`src/rtl/floating_point_accumulator.sv`:
```
// floating_point_accumulator
//   Sequential IEEE-754 accumulator. Reduces a burst of len_in operands, each
//   added or subtracted, into one sum and returns it over a valid/ready
//   handshake. The combinational adder floating_point_addition is in this file.
//
// Ports (floating_point_accumulator)
//   clk_in, rst_n_in       rising-edge clock, asynchronous active-low reset
//   start_in, len_in       begin a burst of len_in operands (sampled in IDLE only)
//   data_in, opcode_in     operand and its operation (0 add, 1 subtract)
//   data_valid_in          operand valid; data_ready_out accepts it
//   result_out             final sum, held while result_valid_out is high
//   result_valid_out       result available; result_ready_in consumes it
//   busy_out               high whenever a burst or result is pending
//   special_out            sticky: accumulator exponent hit all-ones this burst
//
// Ports (floating_point_addition)
//   floating1_in, floating2_in  operands; opcode_in=1 negates floating2_in
//   floating_addition_out       round-to-nearest-even sum

module floating_point_addition #(
   parameter int DATA_WIDTH = 32,
   parameter int MENT_WIDTH = 23,
   parameter int EXPO_WIDTH = 8
) (
   input  logic [DATA_WIDTH-1:0] floating1_in,
   input  logic [DATA_WIDTH-1:0] floating2_in,
   input  logic                  opcode_in,
   output logic [DATA_WIDTH-1:0] floating_addition_out
);
   // hidden bit + fraction + guard/round/sticky
   localparam int XW = MENT_WIDTH + 4;
   localparam int EW = EXPO_WIDTH + 2;
   localparam logic [EXPO_WIDTH-1:0] EXP_ONES = '1;

   // Round-to-nearest-even of the normalized significand; the extra MSB
   // catches the carry out of rounding.
   function automatic logic [MENT_WIDTH+1:0] round_rne(input logic [XW-1:0] m);
      logic up;
      up = m[2] & (m[1] | m[0] | m[3]);
      return {1'b0, m[XW-1:3]} + {{(MENT_WIDTH+1){1'b0}}, up};
   endfunction

   logic                  sa, sb, sign_big, sign_small, swap, lost, hidden;
   logic                  a_nan, b_nan, a_inf, b_inf;
   logic [EXPO_WIDTH-1:0] ea, eb, e_big, e_small, diff;
   logic [MENT_WIDTH-1:0] fa, fb, f_big, f_small, frac;
   logic [XW-1:0]         m_big, m_small, m_sh, norm;
   logic [XW:0]           sum;
   logic [EW-1:0]         expo;
   logic [MENT_WIDTH+1:0] rnd;

   always_comb begin
      sa = floating1_in[DATA_WIDTH-1];
      ea = floating1_in[DATA_WIDTH-2:MENT_WIDTH];
      fa = floating1_in[MENT_WIDTH-1:0];
      sb = floating2_in[DATA_WIDTH-1] ^ opcode_in;
      eb = floating2_in[DATA_WIDTH-2:MENT_WIDTH];
      fb = floating2_in[MENT_WIDTH-1:0];
      a_nan = (ea == EXP_ONES) && (fa != '0);
      b_nan = (eb == EXP_ONES) && (fb != '0);
      a_inf = (ea == EXP_ONES) && (fa == '0);
      b_inf = (eb == EXP_ONES) && (fb == '0);

      // Order operands by magnitude so the subtraction never goes negative.
      swap       = {eb, fb} > {ea, fa};
      sign_big   = swap ? sb : sa;
      sign_small = swap ? sa : sb;
      e_big      = swap ? eb : ea;
      e_small    = swap ? ea : eb;
      f_big      = swap ? fb : fa;
      f_small    = swap ? fa : fb;
      m_big      = {e_big != '0, f_big, 3'b000};
      m_small    = {e_small != '0, f_small, 3'b000};
      // Denormals share the exponent of the smallest normal.
      if (e_big == '0)   e_big   = EXPO_WIDTH'(1);
      if (e_small == '0) e_small = EXPO_WIDTH'(1);
      diff = e_big - e_small;

      // Alignment shift; bits shifted out collapse into the sticky bit.
      m_sh    = m_small >> diff;
      lost    = |(m_small & ~({XW{1'b1}} << diff));
      m_sh[0] = m_sh[0] | lost;

      if (sign_big == sign_small) sum = {1'b0, m_big} + {1'b0, m_sh};
      else                        sum = {1'b0, m_big} - {1'b0, m_sh};

      expo = {2'b00, e_big};
      if (sum[XW]) begin
         norm = {sum[XW:2], sum[1] | sum[0]};
         expo = expo + EW'(1);
      end else begin
         norm = sum[XW-1:0];
      end
      // Left-normalize after cancellation, stopping at the denormal exponent.
      for (int i = 0; i < XW; i++) begin
         if (!norm[XW-1] && (expo > EW'(1))) begin
            norm = norm << 1;
            expo = expo - EW'(1);
         end
      end

      rnd = round_rne(norm);
      if (rnd[MENT_WIDTH+1]) begin
         expo   = expo + EW'(1);
         frac   = rnd[MENT_WIDTH:1];
         hidden = 1'b1;
      end else begin
         frac   = rnd[MENT_WIDTH-1:0];
         hidden = rnd[MENT_WIDTH];
      end
      if (!hidden) expo = '0;

      floating_addition_out = {sign_big, expo[EXPO_WIDTH-1:0], frac};
      if (expo >= {2'b00, EXP_ONES})
         floating_addition_out = {sign_big, EXP_ONES, {MENT_WIDTH{1'b0}}};
      // Exact cancellation gives +0; only -0 + -0 keeps the minus sign.
      if (sum == '0)
         floating_addition_out = {sign_big & sign_small, {(DATA_WIDTH-1){1'b0}}};
      if (a_nan || b_nan || (a_inf && b_inf && (sa != sb)))
         floating_addition_out = {1'b0, EXP_ONES, 1'b1, {(MENT_WIDTH-1){1'b0}}};
      else if (a_inf)
         floating_addition_out = {sa, EXP_ONES, {MENT_WIDTH{1'b0}}};
      else if (b_inf)
         floating_addition_out = {sb, EXP_ONES, {MENT_WIDTH{1'b0}}};
   end
endmodule

module floating_point_accumulator #(
   parameter int DATA_WIDTH  = 32,
   parameter int MENT_WIDTH  = 23,
   parameter int EXPO_WIDTH  = 8,
   parameter int COUNT_WIDTH = 8
) (
   input  logic                   clk_in,
   input  logic                   rst_n_in,
   input  logic                   start_in,
   input  logic [COUNT_WIDTH-1:0] len_in,
   input  logic [DATA_WIDTH-1:0]  data_in,
   input  logic                   opcode_in,
   input  logic                   data_valid_in,
   output logic                   data_ready_out,
   output logic [DATA_WIDTH-1:0]  result_out,
   output logic                   result_valid_out,
   input  logic                   result_ready_in,
   output logic                   busy_out,
   output logic                   special_out
);
   typedef enum logic [1:0] {IDLE, FIRST, ACCUM, DONE} state_t;

   state_t                 state, state_nxt;
   logic [DATA_WIDTH-1:0]  acc, acc_nxt, sum;
   logic [COUNT_WIDTH-1:0] remaining, remaining_nxt;
   logic                   special, special_nxt;

   floating_point_addition #(
      .DATA_WIDTH(DATA_WIDTH),
      .MENT_WIDTH(MENT_WIDTH),
      .EXPO_WIDTH(EXPO_WIDTH)
   ) u_add (
      .floating1_in         (acc),
      .floating2_in         (data_in),
      .opcode_in            (opcode_in),
      .floating_addition_out(sum)
   );

   always_ff @(posedge clk_in or negedge rst_n_in) begin
      if (!rst_n_in) begin
         state     <= IDLE;
         acc       <= '0;
         remaining <= '0;
         special   <= 1'b0;
      end else begin
         state     <= state_nxt;
         acc       <= acc_nxt;
         remaining <= remaining_nxt;
         special   <= special_nxt;
      end
   end

   // In FIRST/ACCUM data_ready_out is 1, so data_valid_in alone marks a beat.
   always_comb begin
      state_nxt        = state;
      acc_nxt          = acc;
      remaining_nxt    = remaining;
      special_nxt      = special;
      data_ready_out   = 1'b0;
      result_valid_out = 1'b0;
      result_out       = '0;
      unique case (state)
         IDLE: begin
            if (start_in) begin
               if (len_in == '0) begin
                  acc_nxt   = '0;
                  state_nxt = DONE;
               end else begin
                  remaining_nxt = len_in;
                  special_nxt   = 1'b0;
                  state_nxt     = FIRST;
               end
            end
         end
         FIRST, ACCUM: begin
            data_ready_out = 1'b1;
            if (data_valid_in) begin
               // The first operand bypasses the adder: only its sign may flip.
               if (state == FIRST)
                  acc_nxt = {data_in[DATA_WIDTH-1] ^ opcode_in, data_in[DATA_WIDTH-2:0]};
               else
                  acc_nxt = sum;
               if (&acc_nxt[DATA_WIDTH-2:MENT_WIDTH]) special_nxt = 1'b1;
               remaining_nxt = remaining - COUNT_WIDTH'(1);
               state_nxt     = (remaining == COUNT_WIDTH'(1)) ? DONE : ACCUM;
            end
         end
         DONE: begin
            result_valid_out = 1'b1;
            result_out       = acc;
            if (result_ready_in) state_nxt = IDLE;
         end
         default: state_nxt = IDLE;
      endcase
   end

   assign busy_out    = (state != IDLE);
   assign special_out = special;
endmodule
```
`config.mk`:
```
export PLATFORM = sky130hd
export DESIGN_NAME = floating_point_accumulator
export DESIGN_NICKNAME = d
export VERILOG_FILES = /design/src/rtl/floating_point_accumulator.sv
export SDC_FILE = /design/constraint.sdc
export NUM_CORES = 1
export LEC_CHECK = 0
export BUFFER_PORTS_ARGS = -buffer_cell sky130_fd_sc_hd__buf_2
export CELL_PAD_IN_SITES_DETAIL_PLACEMENT = 0
export CELL_PAD_IN_SITES_GLOBAL_PLACEMENT = 1
export CORE_MARGIN = 4
export CORE_UTILIZATION = 35
export CTS_CLUSTER_DIAMETER = 40
export DETAILED_ROUTE_END_ITERATION = 6
export PLACE_DENSITY = 0.72
export SYNTH_ARGS = -nofsm -noshare
export SYNTH_HDL_FRONTEND = slang
export SYNTH_HIERARCHICAL = 1
export SYNTH_SLANG_ARGS = --single-unit
```
`constraint.sdc`:
```
create_clock -name clk_in -period 83.4 [get_ports clk_in]
set_clock_uncertainty 0.2 [all_clocks]
set_input_delay 4.17 -clock clk_in [delete_from_list [all_inputs] [get_ports clk_in]]
set_output_delay 4.17 -clock clk_in [all_outputs]
set_load 0.05 [all_outputs]
```
After elaboration in Yosys (flattened, before gate mapping)
Cells that the tools add are included.
Widths: inputs -> output; s select.
{"block": "word_totals", "regBits": 43, "inputBits": 46, "output_inout_bits": 36, "wordCells": 276}
{"block": "classes", "add_sub_neg": 34, "magnitude_cmp": 29, "n_eq_ne": 15, "n_shift": 2, "mux": 99, "bitwise": 9, "reduce_logical": 83}
{"operator": "$mux 27", "count": 28}
{"operator": "$mux 32", "count": 11}
{"operator": "$mux 10", "count": 30}
{"operator": "$gt 10x1->1 const B", "count": 27}
{"operator": "$sub 10x1->10 const B", "count": 27}
{"operator": "$mux 23", "count": 3}
{"operator": "$pmux 32 s2", "count": 1}
{"operator": "$mux 8", "count": 7}
{"operator": "$logic_not 23->1", "count": 2}
{"operator": "$reduce_bool 23->1", "count": 2}
{"operator": "$logic_and 1x1->1", "count": 33}
{"operator": "$gt 31x31->1", "count": 1}
{"operator": "$mux 31", "count": 1}
{"operator": "$add 27x27->28", "count": 1}
{"operator": "$logic_not 28->1", "count": 1}
{"operator": "$mux 28", "count": 1}
{"operator": "$sub 27x27->28", "count": 1}
{"operator": "$and 27x27->27", "count": 1}
{"operator": "$logic_not 1->1", "count": 27}
{"operator": "$not 27->27", "count": 1}
{"operator": "$reduce_or 27->1", "count": 1}
{"operator": "$shl 27x8->27 const A", "count": 1}
{"operator": "$shr 27x8->27", "count": 1}
{"operator": "$add 24x1->25", "count": 1}
{"operator": "31 further kinds", "count": 61}

Depth between registers and ports, before layout
{"block": "depth", "depth_word": 114, "mapped_depth": 305, "ltp_nobuf": 257}

Hierarchy
Netlist, hierarchy kept.
{"mod": "floating_point_addition", "instances": 1, "cells_per_inst": 4990, "area_each_um2": 31732.9, "seq_area_each_um2": 0.0}
{"mod": "floating_point_accumulator", "instances": 1, "cells_per_inst": 280, "area_each_um2": 2686.3, "seq_area_each_um2": 1076.0}

Least setup slack after synthesis
No wires, ideal clock.
{"block": "synth_timing", "kind": "input port to flip-flop", "start": "input port data_in[29]", "end": "register special, in the netlist special_out", "setup_time_ns": 0.078, "arrival_time_ns": 62.498, "required_ns": 83.122, "setup_slack_ns": 20.624, "cell_stages": 290, "n_path_buf": 52, "cell_sequence": "ha_1 > nand4_2 > or4_1 > nor3_2 > a21o_1 > buf_2 > buf_2 > buf_2 > nand3_1 > a22oi_1 > a21oi_1 > a21oi_1 > inv_1 > ha_1 > fa_1 > nor2b_1 > o211a_1 > o211ai_1 > [254 not listed] > a21oi_1 > ha_1 > and4b_1 > nand4_1 > a221oi_1 > or4b_1 > or3_1 > buf_2 > a2111o_1 > a32oi_1 > a41oi_1 > o21bai_4 > a211o_1 > nor2b_1 > nand4_1 > a22oi_1 > a21oi_1 > a21oi_1"}
{"block": "synth_between", "elab_chain_cells": 112, "elab_cells_between_ends": 218, "classes_between": "add/sub (33); order compare (29); eq/ne (3); shift (2); mux (76); bitwise (7); reduce/logical (68)"}
{"element": "start: declaration", "line_no": "138", "text": "input logic [DATA_WIDTH-1:0] data_in,"}
{"element": "$gt 31x31->1", "line_no": "65", "text": "swap = {eb, fb} > {ea, fa};"}
{"element": "$mux 8 (on tied branches)", "line_no": "68, 69"}
{"element": "$logic_not 8->1 (on tied branches)", "line_no": "75, 76"}
{"element": "$mux 8 (on tied branches)", "line_no": "75, 76"}
{"element": "$sub 8x8->8", "line_no": "77", "text": "diff = e_big - e_small;"}
{"element": "$shl 27x8->27", "line_no": "81", "text": "lost = |(m_small & ~({XW{1'b1}} << diff));"}
{"element": "$not 27->27", "line_no": "81"}
{"element": "$and 27x27->27", "line_no": "81"}
{"element": "[97 not listed]"}
{"element": "$mux 32 *", "line_no": "119", "text": "if (a_nan || b_nan || (a_inf && b_inf && (sa != sb)))"}
{"element": "net sum[26]", "line_no": "151", "text": "logic [DATA_WIDTH-1:0] acc, acc_nxt, sum;"}
{"element": "$mux 32 *", "line_no": "206", "text": "if (state == FIRST)"}
{"element": "$mux 32 *", "line_no": "204", "text": "if (data_valid_in) begin"}
{"element": "$mux 32 *", "line_no": "189", "text": "unique case (state)"}
{"element": "$reduce_and 8->1 *", "line_no": "210", "text": "if (&acc_nxt[DATA_WIDTH-2:MENT_WIDTH]) special_nxt = 1'b1;"}
{"element": "$ne 2x2->1 (no source line) *"}
{"element": "$reduce_and 5->1 (no source line) *"}
{"element": "end signal: assignment", "line_no": "176", "text": "special <= special_nxt;"}
{"element": "end: declaration", "line_no": "153", "text": "logic special, special_nxt;"}
The timed path passes the listed nets; every way through them passes the cells marked *. The select of a mux whose other input is x is not followed.
A chain may end at the register's enable or synchronous reset.

Final worst setup path
{"block": "layout_timing", "start": "input port data_in[14]", "end": "register special, in the netlist special_out"}
The elaborated chain is that of the path after synthesis.

==> flow_summary.toml <==
[global_route]
first_global_vias = 36900
globalRoute.busiestLayer = "met2"
largest_net_degree_at_the_start_of_global_routing = 66
antenna_found_initial = 3
fraction_of_met2_tracks_used_by_global_routing = 0.398
grt_util_all_layers = 0.242
global_routing_met1_resource_utilization = 0.334
grt_pass1_wl_mm = 209
use_met3 = 0.0329
global_route.overflow_total = 0

[setup_path]
worst-r2r-setup-slack_ns = 11.42
critical_path.most_common_cell = "sky130_fd_sc_hd__ha_1"
criticalPathCategory = "in2reg"
worstRegToRegCells = 252
timing.critical_path.slowest_stage_cell = "sky130_fd_sc_hd__a21oi_1"
reg2reg_from = "acc[30]$_DFFE_PN0P_"
path_max_fanout = 44
cp-end-kind = "flop"
worst_ep_arrival_time_ns = 75.36
critical_path.startpoint_type = "input port"
crit_required_ns = 83.43
rr_endpoint = "special_out$_DFFE_PN0P_"
critical-path-max-stage-delay_ns = 0.95

[layout]
drive_gt1_frac = 0.101
stdcell_area_um2 = 35900
final_net_count = 5324
area_delta_synth_final_pct = 4.30
layout.cells.non_filler = 6402

[synthesis]
synthCells = 5270
synth_commonest_cells = "sky130_fd_sc_hd__nand2_1, sky130_fd_sc_hd__nor2_1, sky130_fd_sc_hd__a21oi_1"
synth_top_area_cell = "sky130_fd_sc_hd__mux2i_1"
yosysUniqueCellTypes = 158
share_of_the_synthesized_area_in_the_top_cell_type = 0.101
ys_ff_latch = 43
synth_ff_type = "sky130_fd_sc_hd__dfrtp_1"
synth_edf_count = 0
seq_area_frac_synth = 0.0313
netlist_top_cells_area = "sky130_fd_sc_hd__mux2i_1, sky130_fd_sc_hd__nand2_1, sky130_fd_sc_hd__nor2_1"
syn-mean-instance-area_um2 = 6.53
mappedNetlistArea_um2 = 34400
async_flop_share = 1.00
synth.yosys.warnings = 6
synthMostInstantiatedCell = "sky130_fd_sc_hd__nand2_1"
synth.net_count = 5470

[clocking]
ctsLongestPathBuffers = 2
ctsResizeCount = 0
clk_pin_slew_worst_paths_ns = 0.07
cts_setup_buffers = 0
root_buffer = "sky130_fd_sc_hd__clkbuf_16"
worst_skew_pair.late_latency_ns = 0.30
postCtsHoldBufs = 0
level_count_of_the_clock_h_tree = 2
cts_tree = "built"
cts_num_sinks = 43
cts_inserted_buffers = 5

[timing]
timing.final.setup_violations = 0
worst_pin_slew_ns = 1.27
min_period_ns = 75.33
timing_hold_violations_final = 0
slew-limit-headroom = 0.142
final_period_util = 0.903
maxSlewViolCount = 0
final_sum_of_negative_setup_slack_ns = 0
fmax_mhz = 13.3
rsz_0062_raised_after_global_routing = "false"

[place]
gp_routability_congestion = 1.04
detailed_place_hpwl_mm = 106
dpl.cell_count = 6393
numPortBuffers = 81
dpl-instance-area_um2 = 35700

[die]
core_um2 = 97100
die_height_um = 322
placement_rows = 114
floorplan.io_pins = 82
die_area_um2 = 103000
starting_density_of_the_core = 0.354
dieWidth_um = 322

[route]
finalWirelength_mm = 133
routed_via_count = 40100
number_of_routed_nets_with_antenna_violations = 0
post_drt_wl_per_cell_um = 20.8
drt-vias-per-instance = 6.26
drt_pre_antenna_iters = 6
dr.first_iter.drc_count = 3800
residual_drc_count = 0

[hold_path]
holdPathEnd = "state[1]$_DFFE_PN0P_"
timing.hold.worst_path_depth = 2
hp-class = "reg2reg"
holdCritStartpoint = "state[1]$_DFFE_PN0P_"

[status]
run_status = "completed"

[job]
max-cap-violations = 0
per-stage QoR:
stage | hold WS, ns | util | setup WS (ns)
floorplan | 0.273 | - | 20.62
CTS | 0.327 | 0.370 | 9.06
global route | 0.392 | 0.370 | 0.967
finish | 0.319 | 0.370 | 8.07
detailed placement | 0.313 | 0.368 | 9.00
global placement | 0.296 | 0.368 | 11.06
routing by layer:
metal	vias up	wire length (µm)
li1	19500	-
met1	19000	60800
met4	4	3280
met5	-	25
met2	1361	60300
met3	225	8680
cell type report:
cell class / instances / area [µm²]
Fill cell: 10600 / 61200
Multi-Input combinational cell: 4720 / 31400
Clock buffer: 6 / 139
Inverter: 200 / 751
Sequential cell: 43 / 1080
Clock inverter: 2 / 13.8
Tap cell: 1276 / 1600
Timing Repair Buffer: 154 / 953
Antenna cell: 1 / 2.50
placed cells by master (no fill, tap or decap), drive strengths merged, types with 39 or more instances in the layout:
cell type    n
a211oi      64
a21o        79
a21oi      434
a31oi       78
and2       109
and3        53
buf        154
dfrtp       43
ha         152
inv        200
mux2       114
mux2i      350
nand2      640
nand3      138
nand4       61
nor2       611
nor3       157
nor4        87
o211ai      65
o21a        42
o21ai      449
o31ai       71
or2         39
or3         41
xnor2      132
xor2        43
sequential cells by signal, indices dropped and copies added, names as in the netlist:
name         cells
acc             32
state            2
special_out      1
remaining        8
cell families (layout without fill, tap and decap cells):
group	count (synthesis)	after routing	synth area share
fa+ha+maj	154	154	0.0564
compound gates	1764	1764	0.352
xor+xnor	178	178	0.0479
other cells	0	1	0
buf+inv	507	362	0.0627
flops	43	43	0.0313
mux	468	468	0.142
simple gates	2156	2156	0.307
how the worst max path moves through the flow:
stage	start	to	slack (ns)	cells past startpoint
2_1_floorplan	data_in[29]	special_out$_DFFE_PN0P_	20.62	290
3_3_place_gp	data_in[14]	special_out$_DFFE_PN0P_	11.06	252
3_5_place_dp	data_in[14]	special_out$_DFFE_PN0P_	9.00	251
4_1_cts	data_in[14]	special_out$_DFFE_PN0P_	9.06	251
5_1_grt	data_in[14]	special_out$_DFFE_PN0P_	0.97	255
6_report	data_in[14]	special_out$_DFFE_PN0P_	8.07	252
worst max-delay path, delay by kind of cell:
kind	cells	cell delay (ns)
compound gates	89	25.66
buf+inv	36	8.17
mux	4	1.33
simple gates	79	21.65
fa+ha+maj	32	10.67
xor+xnor	12	3.50
Power is left out: the tool's default activity adds up to more than one toggle a clock period on the data nets, which glitch-free logic cannot reach.
